--- src/rtl/tlb_op_unit.sv ---
// tlb_op_unit: sequences TLBP/TLBR/TLBWI/TLBWR against a 16-entry TLB and owns CP0 Random.
// Define TLB_MCHECK_EN to add a duplicate-entry scan (machine check) before every TLB write.
module tlb_op_unit (
  input  logic        clk_i,
  input  logic        rst_i,
  input  logic        op_valid_i,
  input  logic [1:0]  op_i,
  output logic        op_ready_o,
  output logic        done_o,
  input  logic [31:0] cp0_entryhi_i,
  input  logic [31:0] cp0_entrylo0_i,
  input  logic [31:0] cp0_entrylo1_i,
  input  logic [31:0] cp0_index_i,
  input  logic [31:0] cp0_wired_i,
  input  logic        wired_we_i,
  output logic [3:0]  random_o,
  output logic        tlb_wr_o,
  output logic [3:0]  tlb_index_o,
  output logic [31:0] tlb_entryhi_o,
  output logic [31:0] tlb_entrylo0_o,
  output logic [31:0] tlb_entrylo1_o,
  output logic [3:0]  tlb_rd_idx_o,
  input  logic [31:0] tlb_rd_entryhi_i,
  input  logic [31:0] tlb_rd_entrylo0_i,
  input  logic [31:0] tlb_rd_entrylo1_i,
  output logic        index_we_o,
  output logic [31:0] index_o,
  output logic        entry_we_o,
  output logic [31:0] entryhi_o,
  output logic [31:0] entrylo0_o,
  output logic [31:0] entrylo1_o,
  output logic        mcheck_o
);
  typedef enum logic [2:0] {
    IDLE, PROBE, READ, WRITE, DONE
`ifdef TLB_MCHECK_EN
    , CHECK
`endif
  } state_t;
`ifdef TLB_MCHECK_EN
  localparam state_t WR_ENTRY = CHECK;
  logic mchk_q;
`else
  localparam state_t WR_ENTRY = WRITE;
`endif
  state_t state_q, state_d;
  logic [3:0] rnd_q, rnd_d, idx_q, tgt_q;
  logic [1:0] op_q;
  logic [31:0] ehi_q, lo0_q, lo1_q, index_q, entryhi_q, entrylo0_q, entrylo1_q;
  logic accept, last, hit, g;
  logic unused_ok;
  assign unused_ok = ^{cp0_index_i[31:4], cp0_wired_i[31:4]};
  assign accept = op_valid_i & op_ready_o;
  assign last = idx_q == 4'd15;
  assign g = tlb_rd_entrylo0_i[0] & tlb_rd_entrylo1_i[0];
  assign hit = tlb_rd_entryhi_i[31:13] == ehi_q[31:13] && (g || tlb_rd_entryhi_i[7:0] == ehi_q[7:0]);
  // Wired writes and the wired boundary both restart Random at the top
  assign rnd_d = (wired_we_i || rnd_q <= cp0_wired_i[3:0]) ? 4'd15 : rnd_q - 4'd1;
  always_ff @(posedge clk_i or posedge rst_i)
    if (rst_i) rnd_q <= 4'd15;
    else rnd_q <= rnd_d;
  always_ff @(posedge clk_i or posedge rst_i)
    if (rst_i) state_q <= IDLE;
    else state_q <= state_d;
  always_comb begin
    state_d = state_q;
    case (state_q)
      IDLE:        state_d = !accept ? IDLE : op_i == 2'b00 ? PROBE : op_i == 2'b01 ? READ : WR_ENTRY;
      PROBE:       state_d = (hit || last) ? DONE : PROBE;
      READ, WRITE: state_d = DONE;
`ifdef TLB_MCHECK_EN
      CHECK:       state_d = (hit && idx_q != tgt_q) ? DONE : last ? WRITE : CHECK;
`endif
      default:     state_d = IDLE;
    endcase
  end
  always_ff @(posedge clk_i or posedge rst_i)
    if (rst_i) begin
      op_q <= '0;
      idx_q <= '0;
      tgt_q <= '0;
      ehi_q <= '0;
      lo0_q <= '0;
      lo1_q <= '0;
      index_q <= '0;
      entryhi_q <= '0;
      entrylo0_q <= '0;
      entrylo1_q <= '0;
`ifdef TLB_MCHECK_EN
      mchk_q <= 1'b0;
`endif
    end else begin
      if (accept) begin
        op_q <= op_i;
        idx_q <= '0;
        tgt_q <= op_i == 2'b11 ? rnd_q : cp0_index_i[3:0];
        ehi_q <= cp0_entryhi_i;
        lo0_q <= cp0_entrylo0_i;
        lo1_q <= cp0_entrylo1_i;
`ifdef TLB_MCHECK_EN
        mchk_q <= 1'b0;
`endif
      end
      if (state_q == PROBE) idx_q <= idx_q + 4'd1;
      if (state_q == PROBE && (hit || last)) index_q <= hit ? {28'd0, idx_q} : 32'h8000_0000;
      if (state_q == READ) begin
        entryhi_q <= tlb_rd_entryhi_i;
        entrylo0_q <= {tlb_rd_entrylo0_i[31:1], g};
        entrylo1_q <= {tlb_rd_entrylo1_i[31:1], g};
      end
`ifdef TLB_MCHECK_EN
      // The target slot itself may legally hold the same VPN2; skip it
      if (state_q == CHECK) begin
        idx_q <= idx_q + 4'd1;
        if (hit && idx_q != tgt_q) mchk_q <= 1'b1;
      end
`endif
    end
  always_comb begin
    op_ready_o = state_q == IDLE;
    done_o = state_q == DONE;
    tlb_wr_o = state_q == WRITE;
    index_we_o = state_q == DONE && op_q == 2'b00;
    entry_we_o = state_q == DONE && op_q == 2'b01;
    tlb_rd_idx_o = state_q == READ ? tgt_q : idx_q;
`ifdef TLB_MCHECK_EN
    mcheck_o = state_q == DONE && mchk_q;
`else
    mcheck_o = 1'b0;
`endif
  end
  assign random_o = rnd_q;
  assign tlb_index_o = tgt_q;
  assign tlb_entryhi_o = ehi_q;
  assign tlb_entrylo0_o = lo0_q;
  assign tlb_entrylo1_o = lo1_q;
  assign index_o = index_q;
  assign entryhi_o = entryhi_q;
  assign entrylo0_o = entrylo0_q;
  assign entrylo1_o = entrylo1_q;
endmodule
--- config.mk ---
export PLATFORM = sky130hd
export DESIGN_NAME = tlb_op_unit
export DESIGN_NICKNAME = d
export VERILOG_FILES = /design/src/rtl/tlb_op_unit.sv
export SDC_FILE = /design/constraint.sdc
export NUM_CORES = 1
export LEC_CHECK = 0
export BUFFER_PORTS_ARGS = -buffer_cell sky130_fd_sc_hd__buf_4
export CAP_MARGIN = 20
export CORE_AREA = 3 3 195 197
export CTS_CLUSTER_DIAMETER = 30
export DETAILED_ROUTE_END_ITERATION = 10
export DIE_AREA = 0 0 198 200
export PLACE_DENSITY = 0.47
export SLEW_MARGIN = 10
export SYNTH_ARGS = -nofsm -noshare
export SYNTH_HDL_FRONTEND = slang
export SYNTH_SLANG_ARGS = --single-unit
--- constraint.sdc ---
create_clock -name clk_i -period 9.64 [get_ports clk_i]
set_input_delay 1.928 -clock clk_i [delete_from_list [all_inputs] [get_ports clk_i]]
set_output_delay 1.928 -clock clk_i [all_outputs]
set_load 0.005 [all_outputs]
# == After elaboration in Yosys (flattened, before gate mapping) ==
# Cells that the tools add are included.
# op_classes
n_reduce_logical,12
n_mux,11
mul,0
order_cmp,1
addsub,2
n_div,0
shift,0
bitwise,2
eq_ne,10
# op_table
cell,count
two-way mux 32 bit,1
two-way mux 4 bit,5
equality test 19 bit,1
one-hot mux 3 bit (3 select lines),1
equality test 8 bit,1
"equality test 3 x 2 -> 1 bit, second input constant",2
"adder 4 x 1 -> 4 bit, second input constant",1
"equality test 2 x 1 -> 1 bit, second input constant",2
"equality test 4 bit, second input constant",1
<= comparator 4 bit,1
logical AND 1 bit,4
logical NOT 2 bit,2
two-way mux 2 bit,2
"subtractor 4 x 1 -> 4 bit, second input constant",1
"equality test 3 x 1 -> 1 bit, second input constant",1
"equality test 3 bit, second input constant",1
logical NOT 3 bit,1
logical OR 1 bit,3
two-way mux 3 bit,1
AND 1 bit,2
"equality test 2 bit, second input constant",1
nonzero test 2 bit,1
OR reduction 2 bit,1
two-way mux 1 bit,1
# totals
in_bits,262
word_cells,50
ram_bits,0
romBits,0
output_inout_bits,242
regBits,241
mem_count,0
latch_bits,0

# == Longest topological paths before layout ==
# Gate-level depths: netlist (run 1).
# depth
depth_word,6
ltp_mapped,7
ltp_nobuf,7

# == Worst setup path after synthesis (run 1) ==
# Ideal clock, no wire load.
# synth_timing
path_type,reg2out
from,reg state_q[2]
to,out tlb_rd_idx_o[0]
path_slack_ps,6296
required_time_ps,7712
t_arrival_ps,1416
stages_incl_launch_ff,5
path_buffers,2
path_cell_list,dfrtp_1 -> nor3b_1 -> clkbuf_1 -> buf_2 -> mux2_2
# synth_between
elab_chain_len,2
# synth_lines
item,line,rtl
start: declaration,46,"state_t state_q, state_d;"
start signal: assignment,64,else state_q <= state_d;
equality test 3 x 2 -> 1 bit,125,tlb_rd_idx_o = state_q == READ ? tgt_q : idx_q;
two-way mux 4 bit,125,
end: declaration,22,"output logic [3:0] tlb_rd_idx_o,"
# Every way passes these cells.

# == Worst setup path after layout (run 1) ==
# layout_timing
from,reg state_q[1]
to,out tlb_rd_idx_o[2]
# The elaborated chain is that of the path after synthesis.

==> impl_metrics.toml, run 1 <==
[setup_path]
crit_path_end_kind = "primary output"
crit_chain = "nor3b_2, buf_4, mux2_2, buf_4"
critical_path_class = "reg2out"
cp.arrival_ns = 2.14
cp.buffers_inverters = 2
cpLargestDelayFamily = "buffers and inverters"
start_kind = "register"
max_stage_delay_ns = 0.45
crit_fanout = 31
critical_path_required_ns = 7.71
slowest_stage = "dfrtp_1"
cpMostUsedCell = "buf_4"

[clock_tree]
cts_root_buf = "clkbuf_16"
max-clock-path-buffers = 3
cts.repair.resized = 0
clock_sinks = 213
clk_pin_slew_worst_paths_ns = 0.04
cts_hold_buf = 0
worstSkewPairLatency_ns = 0.55
cts_tree = "built"
postCtsSetupBuffers = 0
cts_inserted_buffers = 67
htreeDepth = 3

[synth]
yosysWarnings = 0
synth_top_cell_by_area = "dfrtp_1"
postSynthAreaPerCell_um2 = 14.7
synth_edf_count = 0
synth_top_area_share_pct = 59.2
synth_top_family_by_area = "multiplexers"
synth_xor_area_share_pct = 2.97
synth-compound-area-share_pct = 2.24
synth.area.mux_share_pct = 25.4
post_synth_num_cell_types = 38
synthFlopType = "dfrtp_1"
async_reset_ff_share_pct = 100
syn_area_um2 = 8830
seq_area_frac_synth_pct = 60.4
yosys.area_share.adder_pct = 0.850
ys_ff_latch = 213
synthTopCellsByCount = "dfrtp_1, mux2_2, buf_4"
synthTopCellsByArea = "dfrtp_1, mux2_2, buf_4"
syn_inst = 602
post-synth-top-count-cell = "dfrtp_1"
synth-simple-area-share_pct = 3.85

[placed_design]
dp.cells = 1468
place.gp.congestion = 0.710
port_buffers = 419
hpwlAfterDp_mm = 20.1
dpl_worst_slack_ns = 5.54

[global_routing]
antenna_found_initial = 0
grt_max_degree = 100
grt-ovfl-total = 0
grt_use_total_pct = 13.6
grt_pass1_vias = 7193
grt_pass1_wl_mm = 41.4

[route]
drtPass1Iterations = 4
route.detailed.drc = 0
post_drt_via_cell_ratio = 4.13
drtIter0Drc = 147
ant_nets = 0
routedWlPerCell_um = 17.6
wl_mm = 27.9
via_count = 6550

[floorplanning]
rows = 70
dieArea_um2 = 39600
initial_core_util_pct = 24.2
core_area_um2 = 36400
die_x_um = 198
ios = 504
fp.dieH_um = 200

[sta]
finalCriticalPeriod_ns = 4.07
rsz0062_at_grt = "no"
fin_tns_setup_ns = 0
setup_viol = 0
drv_slew = 0
max_slew_margin_pct = 33.2
clock.fmax_ghz = 0.246
period_share_pct = 42.2
worstMarginPinSlew_ns = 1.00
setup_ws_ns = 5.57
clock_skew_ns = 0.0181
worst_hold_slack_ns = 0.473
hold_violations = 0

[power]
p_switching_w = 0.00146
pwr-share-seq_pct = 29.7
p_comb_share_pct = 30.0
power.internal_w = 0.00397
power_switching_share_pct = 26.9
power.leakage_nw = 6.94
power_density_nw_per_um2 = 370
power_frac_clock_pct = 40.3
vdd.ir_drop.worst_v = 0.000187

[min_path]
worstHoldPathType = "reg2reg"

[finish]
fin_cells = 1586
final_nets = 1337
area_growth_pct = 66.1
drive_above_1_share_pct = 66.3
diodes = 0

[status]
status = "completed"

[run]
max_cap_viol_count = 0
-- registers in the layout (all words and copies together) (netlist names) --
| signal | flops |
|---|---|
| entryhi_o | 32 |
| entrylo0_o | 32 |
| tlb_entryhi_o | 32 |
| tlb_entrylo0_o | 32 |
| tlb_entrylo1_o | 32 |
| entrylo1_o | 31 |
| index_o | 5 |
| idx_q | 4 |
| random_o | 4 |
| tlb_index_o | 4 |
| state_q | 3 |
| op_q | 2 |
-- area by class of cell --
| cell class | count | area (um2) |
|---|---|---|
| Fill cell | 3540 | 21800 |
| Sequential cell | 213 | 5340 |
| Multi-Input combinational cell | 353 | 3240 |
| Timing Repair Buffer | 424 | 3180 |
| Clock buffer | 91 | 1940 |
| Tap cell | 468 | 586 |
| Clock inverter | 27 | 344 |
| Inverter | 10 | 45.0 |
-- per-stage QoR --
stage	util [%]	cell area, um2	power [W]
after CTS	40.3	14700	0.00554
final	40.3	14700	0.00542
after global placement	34.0	12400	0.00328
after global routing	40.3	14700	0.00575
after floorplan	-	8940	0.00232
after detailed placement	34.0	12400	0.00330
-- layout by cell type, fill, tap and decap left out, types with 3 or more instances in the layout --
cell       netlist  routed
buf_4           29     424
dfrtp_1        209     209
mux2_2         196     196
clkbuf_16        0      71
conb_1           1      28
nand2_1         21      21
xor2_1          20      20
clkinv_2         0      16
clkbuf_1         2      11
xnor2_1         10      10
inv_1           10       9
clkbuf_8         0       9
o21ai_0          8       8
nor2_1           8       8
bufinv_16        0       8
a21oi_1          7       7
nand3_1          7       7
ha_1             6       6
mux2i_1          4       4
o21bai_1         4       4
or4b_1           4       4
a2bb2oi_1        4       4
dfstp_2          4       4
nor3_1           3       3
-- worst paths after layout --
| check | cells after the start | from | slack (ns) | to |
|---|---|---|---|---|
| setup / recovery | 4 | state_q[1] | 5.57 | tlb_rd_idx_o[2] |
| hold reg to reg | 1 | random_o[0] | 0.47 | random_o[0] |
| max in group asynchronous | 3 | rst_i | 6.69 | entryhi_o[13] |
| setup reg to reg | 4 | state_q[1] | 6.63 | tlb_entrylo0_o[21] |
| hold / removal | 1 | random_o[0] | 0.47 | random_o[0] |
| min in group asynchronous | 2 | rst_i | 1.52 | entrylo0_o[12] |
-- power by group through the flow --
stage          sequential (W)  combinational (W)  clock (W)
6_report              0.00161            0.00163    0.00218
5_1_grt               0.00168            0.00178    0.00229
4_1_cts               0.00162            0.00168    0.00224
3_5_place_dp          0.00162            0.00167          0
3_3_place_gp          0.00161            0.00167          0
2_1_floorplan         0.00162           0.000704          0
-- layer usage --
metal,GRT usage [%],wire [um],up-vias
li1,-,-,3020
met1,15.0,10700,3163
met2,21.8,13500,311
met3,7.44,2950,56
met4,5.45,773,0
met5,0,0,-
-- cell families (layout without fill, tap and decap cells) --
| group | after synthesis | in the layout |
|---|---|---|
| XOR/XNOR | 30 | 30 |
| AO/OA/AOI/OAI | 29 | 29 |
| other | 1 | 28 |
| adder cells (fa/ha/maj) | 6 | 6 |
| flip-flops | 213 | 213 |
| buffers and inverters | 63 | 552 |
| AND/OR/NAND/NOR | 60 | 60 |
| multiplexers | 200 | 200 |
No activity file was read; power rests on OpenSTA's default activity.
==> run 2, diff against run 1 <==
==> constraint.sdc (replaced) <==
create_clock -name clk_i -period 3.9 [get_ports clk_i]
set_input_delay 0.78 -clock clk_i [delete_from_list [all_inputs] [get_ports clk_i]]
set_output_delay 0.78 -clock clk_i [all_outputs]
set_load 0.005 [all_outputs]
==> run 2 against run 1 <==
Effect of this change:
- global-route usage down 0.17 points
- utilization about the same
- non-clock buffer count up 3
- sequential share of layout area about the same
- final area about the same
- clock power up 140%
- cell count down 0.13%
- critical endpoint is now tlb_rd_idx_o[1]
- largest power group unchanged
==> impl_metrics.toml, run 2 (synthesis gave the netlist of run 1 again) <==
[floorplanning]
rows = 70
ios = 504
initial_core_util_pct = 24.2
dieArea_um2 = 39600
die_x_um = 198
fp.dieH_um = 200
core_area_um2 = 36400

[setup_path]
slowest_stage = "nor3b_2"
crit_chain = "nor3b_2, mux2_2, buf_4"
cp.arrival_ns = 2.12
crit_path_end_kind = "primary output"
critical_path_required_ns = 3.12
cpLargestDelayFamily = "simple AND/OR/NAND/NOR gates"
cp.buffers_inverters = 1
critical_path_class = "reg2out"
start_kind = "register"
crit_fanout = 7
max_stage_delay_ns = 0.55

[finish]
final_common_cell = "buf_4"
fin_area_um2 = 14700
final_cell_mix = "buf_4, dfrtp_1, mux2_2, clkbuf_16, conb_1"
fin_cells = 1584
diodes = 0
area_growth_pct = 65.9
final_nets = 1334
drive_above_1_share_pct = 66.9

[global_routing]
grt_use_total_pct = 13.4
grt_max_degree = 81
grt-ovfl-total = 0
grt_pass1_wl_mm = 41.1
antenna_found_initial = 0
grt_pass1_vias = 7101

[route]
route.detailed.drc = 0
post_drt_via_cell_ratio = 4.12
drtPass1Iterations = 4
drtIter0Drc = 116
routedWlPerCell_um = 17.5
ant_nets = 0
via_count = 6524
wl_mm = 27.6

[placed_design]
dpl_worst_slack_ns = 1.31
place_area_um2 = 12500
dp.cells = 1471
port_buffers = 419
hpwlAfterDp_mm = 20.2
place.gp.congestion = 0.722

[clock_tree]
cts_hold_buf = 0
cts_tree = "built"
clk_pin_slew_worst_paths_ns = 0.04
clock_sinks = 213
cts_root_buf = "clkbuf_16"
htreeDepth = 2
max-clock-path-buffers = 3
postCtsSetupBuffers = 0
worstSkewPairLatency_ns = 0.56
cts_inserted_buffers = 61
cts.repair.resized = 0

[sta]
clock_skew_ns = 0.0116
worstMarginPinSlew_ns = 0.642
period_share_pct = 74.2
max_slew_margin_pct = 57.1
drv_slew = 0
setup_ws_ns = 1.00
hold_violations = 0
finalCriticalPeriod_ns = 2.90
clock.fmax_ghz = 0.345
rsz0062_at_grt = "no"
setup_viol = 0
fin_tns_setup_ns = 0

[min_path]
worstHoldPathType = "in2async"

[power]
power.internal_w = 0.00966
power_switching_share_pct = 27.0
power_frac_clock_pct = 39.4
p_comb_share_pct = 30.4
power.leakage_nw = 6.91
total_power_w = 0.0132
vdd.ir_drop.worst_v = 0.000421
power_density_nw_per_um2 = 903
p_switching_w = 0.00358
pwr-share-seq_pct = 30.1

[run]
max_cap_viol_count = 0

[status]
status = "completed"
==> run 2: changes by cell type in the layout (fill, tap and decap cells not counted), sizes merged <==
cell	previous run	this run
clkbuf	91	79
clkinvlp	2	7
buf	424	427
bufinv	8	10
clkinv	16	17
inv	11	10
==> run 2: cell type report <==
cell class / count / area, um2
clock buffer: 79 / 1770
clock inverter: 34 / 439
fill: 3539 / 21800
inverter: 10 / 41.3
multi-input combinational: 353 / 3240
sequential: 213 / 5340
tap: 468 / 586
timing repair buffer: 427 / 3260
==> run 2: worst register-to-register path, delay by kind of cell, from the launching register on <==
kind                   cells  cell delay [ns]
buffers and inverters      1             0.45
DFF                        1             0.44
and+or+nand+nor            2             0.94
muxes                      1             0.40
==> run 2: path summary, 6_finish.rpt <==
check	startpoint	end	slack (ns)	cells after the start
max	state_q[1]	tlb_rd_idx_o[1]	1.00	3
min	rst_i	entrylo0_o[19]	0.31	2
max reg2reg	state_q[1]	tlb_entrylo1_o[24]	1.54	4
min reg2reg	random_o[0]	random_o[0]	0.47	1
max in group asynchronous	rst_i	entryhi_o[17]	2.72	3
min in group clk_i	tlb_rd_entrylo0_i[2]	entrylo0_o[2]	0.44	2
==> run 2: power by group through the flow <==
stage / sequential (W) / clock [W] / combinational (W)
after detailed placement: 0.00402 / 0 / 0.00414
after global placement: 0.00398 / 0 / 0.00413
after floorplan: 0.00400 / 0 / 0.00174
after global routing: 0.00417 / 0.00548 / 0.00439
final: 0.00399 / 0.00522 / 0.00403
after CTS: 0.00402 / 0.00533 / 0.00415
==> run 2: per-stage QoR <==
stage	hold WS (ns)	utilization [%]
floorplan	0.451	-
global placement	0.459	34.2
detailed placement	0.463	34.2
CTS	0.293	40.2
global route	0.315	40.2
finish	0.310	40.2
==> run 2: routing by layer <==
metal / up-vias / global-route usage (%) / routed length (um)
li1: 3027 / - / -
met1: 3160 / 15.2 / 10500
met2: 297 / 22.5 / 13800
met3: 40 / 5.91 / 2740
met4: 0 / 4.95 / 571
met5: - / 0 / 0
==> run 3, diff against run 2 <==
==> constraint.sdc (replaced) <==
create_clock -name clk_i -period 3 [get_ports clk_i]
set_input_delay 0.6 -clock clk_i [delete_from_list [all_inputs] [get_ports clk_i]]
set_output_delay 0.6 -clock clk_i [all_outputs]
set_load 0.005 [all_outputs]
==> run 3 against run 2 <==
Effect of this change:
- global-route usage barely moved
- total power rose by 31%
- hold slack got worse by 0.14 ns
- wire length fell by 1.3%
- count of clock-buffer cells in the layout rose by 20
- cell count rose by 0.57%
- largest cell class unchanged
- clock skew rose by 0.0061 ns
- via count rose by 0.89%
==> impl_metrics.toml, run 3 (synthesis gave the netlist of run 1 again) <==
[setup_path]
crit_fanout = 7
max_stage_delay_ns = 0.57
start_kind = "register"
crit_chain = "nor3b_2, mux2_2, buf_4"
cpLargestDelayFamily = "simple AND/OR/NAND/NOR gates"
cp.arrival_ns = 2.13
critical_path_class = "reg2out"
crit_path_end_kind = "primary output"
critical_path_required_ns = 2.40
cp.buffers_inverters = 1
slowest_stage = "nor3b_2"

[sta]
hold_violations = 0
setup_viol = 0
worst_hold_slack_ns = 0.172
clock_skew_ns = 0.0177
period_share_pct = 90.9
worstMarginPinSlew_ns = 0.687
finalCriticalPeriod_ns = 2.73
setup_ws_ns = 0.272
clock.fmax_ghz = 0.367
rsz0062_at_grt = "no"
fin_tns_setup_ns = 0
max_slew_margin_pct = 54.2
drv_slew = 0

[clock_tree]
cts_hold_buf = 0
cts_root_buf = "clkbuf_16"
htreeDepth = 3
cts_tree = "built"
worstSkewPairLatency_ns = 0.55
clock_sinks = 213
postCtsSetupBuffers = 0
cts.repair.resized = 0
clk_pin_slew_worst_paths_ns = 0.04
cts_inserted_buffers = 69
max-clock-path-buffers = 3

[placed_design]
hpwlAfterDp_mm = 19.6
dpl_worst_slack_ns = 0.581
port_buffers = 419
place.gp.congestion = 0.723

[power]
power.leakage_nw = 6.95
vdd.ir_drop.worst_v = 0.000599
total_power_w = 0.0173
power_density_nw_per_um2 = 1180

[global_routing]
grt_pass1_vias = 7151
grt_pass1_wl_mm = 40.8
grt-ovfl-total = 0
grt_max_degree = 111
antenna_found_initial = 0
grt_use_total_pct = 13.4

[finish]
final_nets = 1341
final_cell_mix = "buf_4, dfrtp_1, mux2_2, clkbuf_16, conb_1"
final_common_cell = "buf_4"
diodes = 0
drive_above_1_share_pct = 66.0
fillers = 3516
area_growth_pct = 66.6

[route]
via_count = 6582
routedWlPerCell_um = 17.1
post_drt_via_cell_ratio = 4.13
route.detailed.drc = 0
drtPass1Iterations = 4
wl_mm = 27.3
drtIter0Drc = 101
ant_nets = 0

[floorplanning]
dieArea_um2 = 39600
core_area_um2 = 36400
rows = 70
die_x_um = 198
initial_core_util_pct = 24.2
fp.dieH_um = 200
ios = 504

[status]
status = "completed"

[run]
max_cap_viol_count = 0

[min_path]
worstHoldPathType = "in2async"
[run 3: cell count changes in the layout (fill, tap and decap cells not counted), sizes merged]
cell      delta
bufinv       -6
clkbuf      +20
buf          -1
clkinvlp     -6
inv          +4
clkinv       -2
[run 3: path summary, 6_finish.rpt]
path / slack (ns) / endpoint / cells past startpoint / from
max in group asynchronous: 2.22 / tlb_entrylo0_o[1] / 3 / rst_i
max reg2reg: 0.83 / tlb_entrylo1_o[18] / 4 / state_q[1]
min in group clk_i: 0.28 / entryhi_o[12] / 2 / tlb_rd_entryhi_i[12]
min: 0.17 / tlb_entrylo1_o[12] / 3 / rst_i
max: 0.27 / tlb_rd_idx_o[1] / 3 / state_q[1]
min reg2reg: 0.48 / random_o[0] / 1 / random_o[0]
[run 3: layer usage]
metal	global-route usage [%]	part of all wire (%)	up-vias	wire [um]
li1	-	-	3044	-
met3	6.11	9.6	48	2630
met5	0	0	-	0
met2	21.8	49	301	13400
met4	5.69	2.4	0	648
met1	15.2	39	3189	10600
[run 3: cell type report]
class / count / area, um2 / share of cell area [%]
sequential: 213 / 5340 / 36.2
timing repair buffer: 426 / 3250 / 22.1
multi-input combinational: 353 / 3240 / 22.0
clock buffer: 99 / 1990 / 13.5
tap: 468 / 586 / 3.98
clock inverter: 24 / 284 / 1.93
inverter: 10 / 41.3 / 0.280
[run 3: tightest hold or removal path: cells and delay by family]
family | cells | cell delay, ns
buf+inv | 3 | 0.51
[run 3: stage by stage]
stage,utilization [%],instances,area (um2)
after floorplan,-,629,8940
after global placement,34.2,1470,12400
after detailed placement,34.2,1470,12400
after CTS,40.4,1593,14700
after global routing,40.4,1593,14700
final,40.4,1593,14700
[run 3: power by group]
group | total [W] | switching, W | internal [W]
clock | 0.00692 | 0.00200 | 0.00492
sequential | 0.00517 | 0.000866 | 0.00430
combinational | 0.00524 | 0.00190 | 0.00333
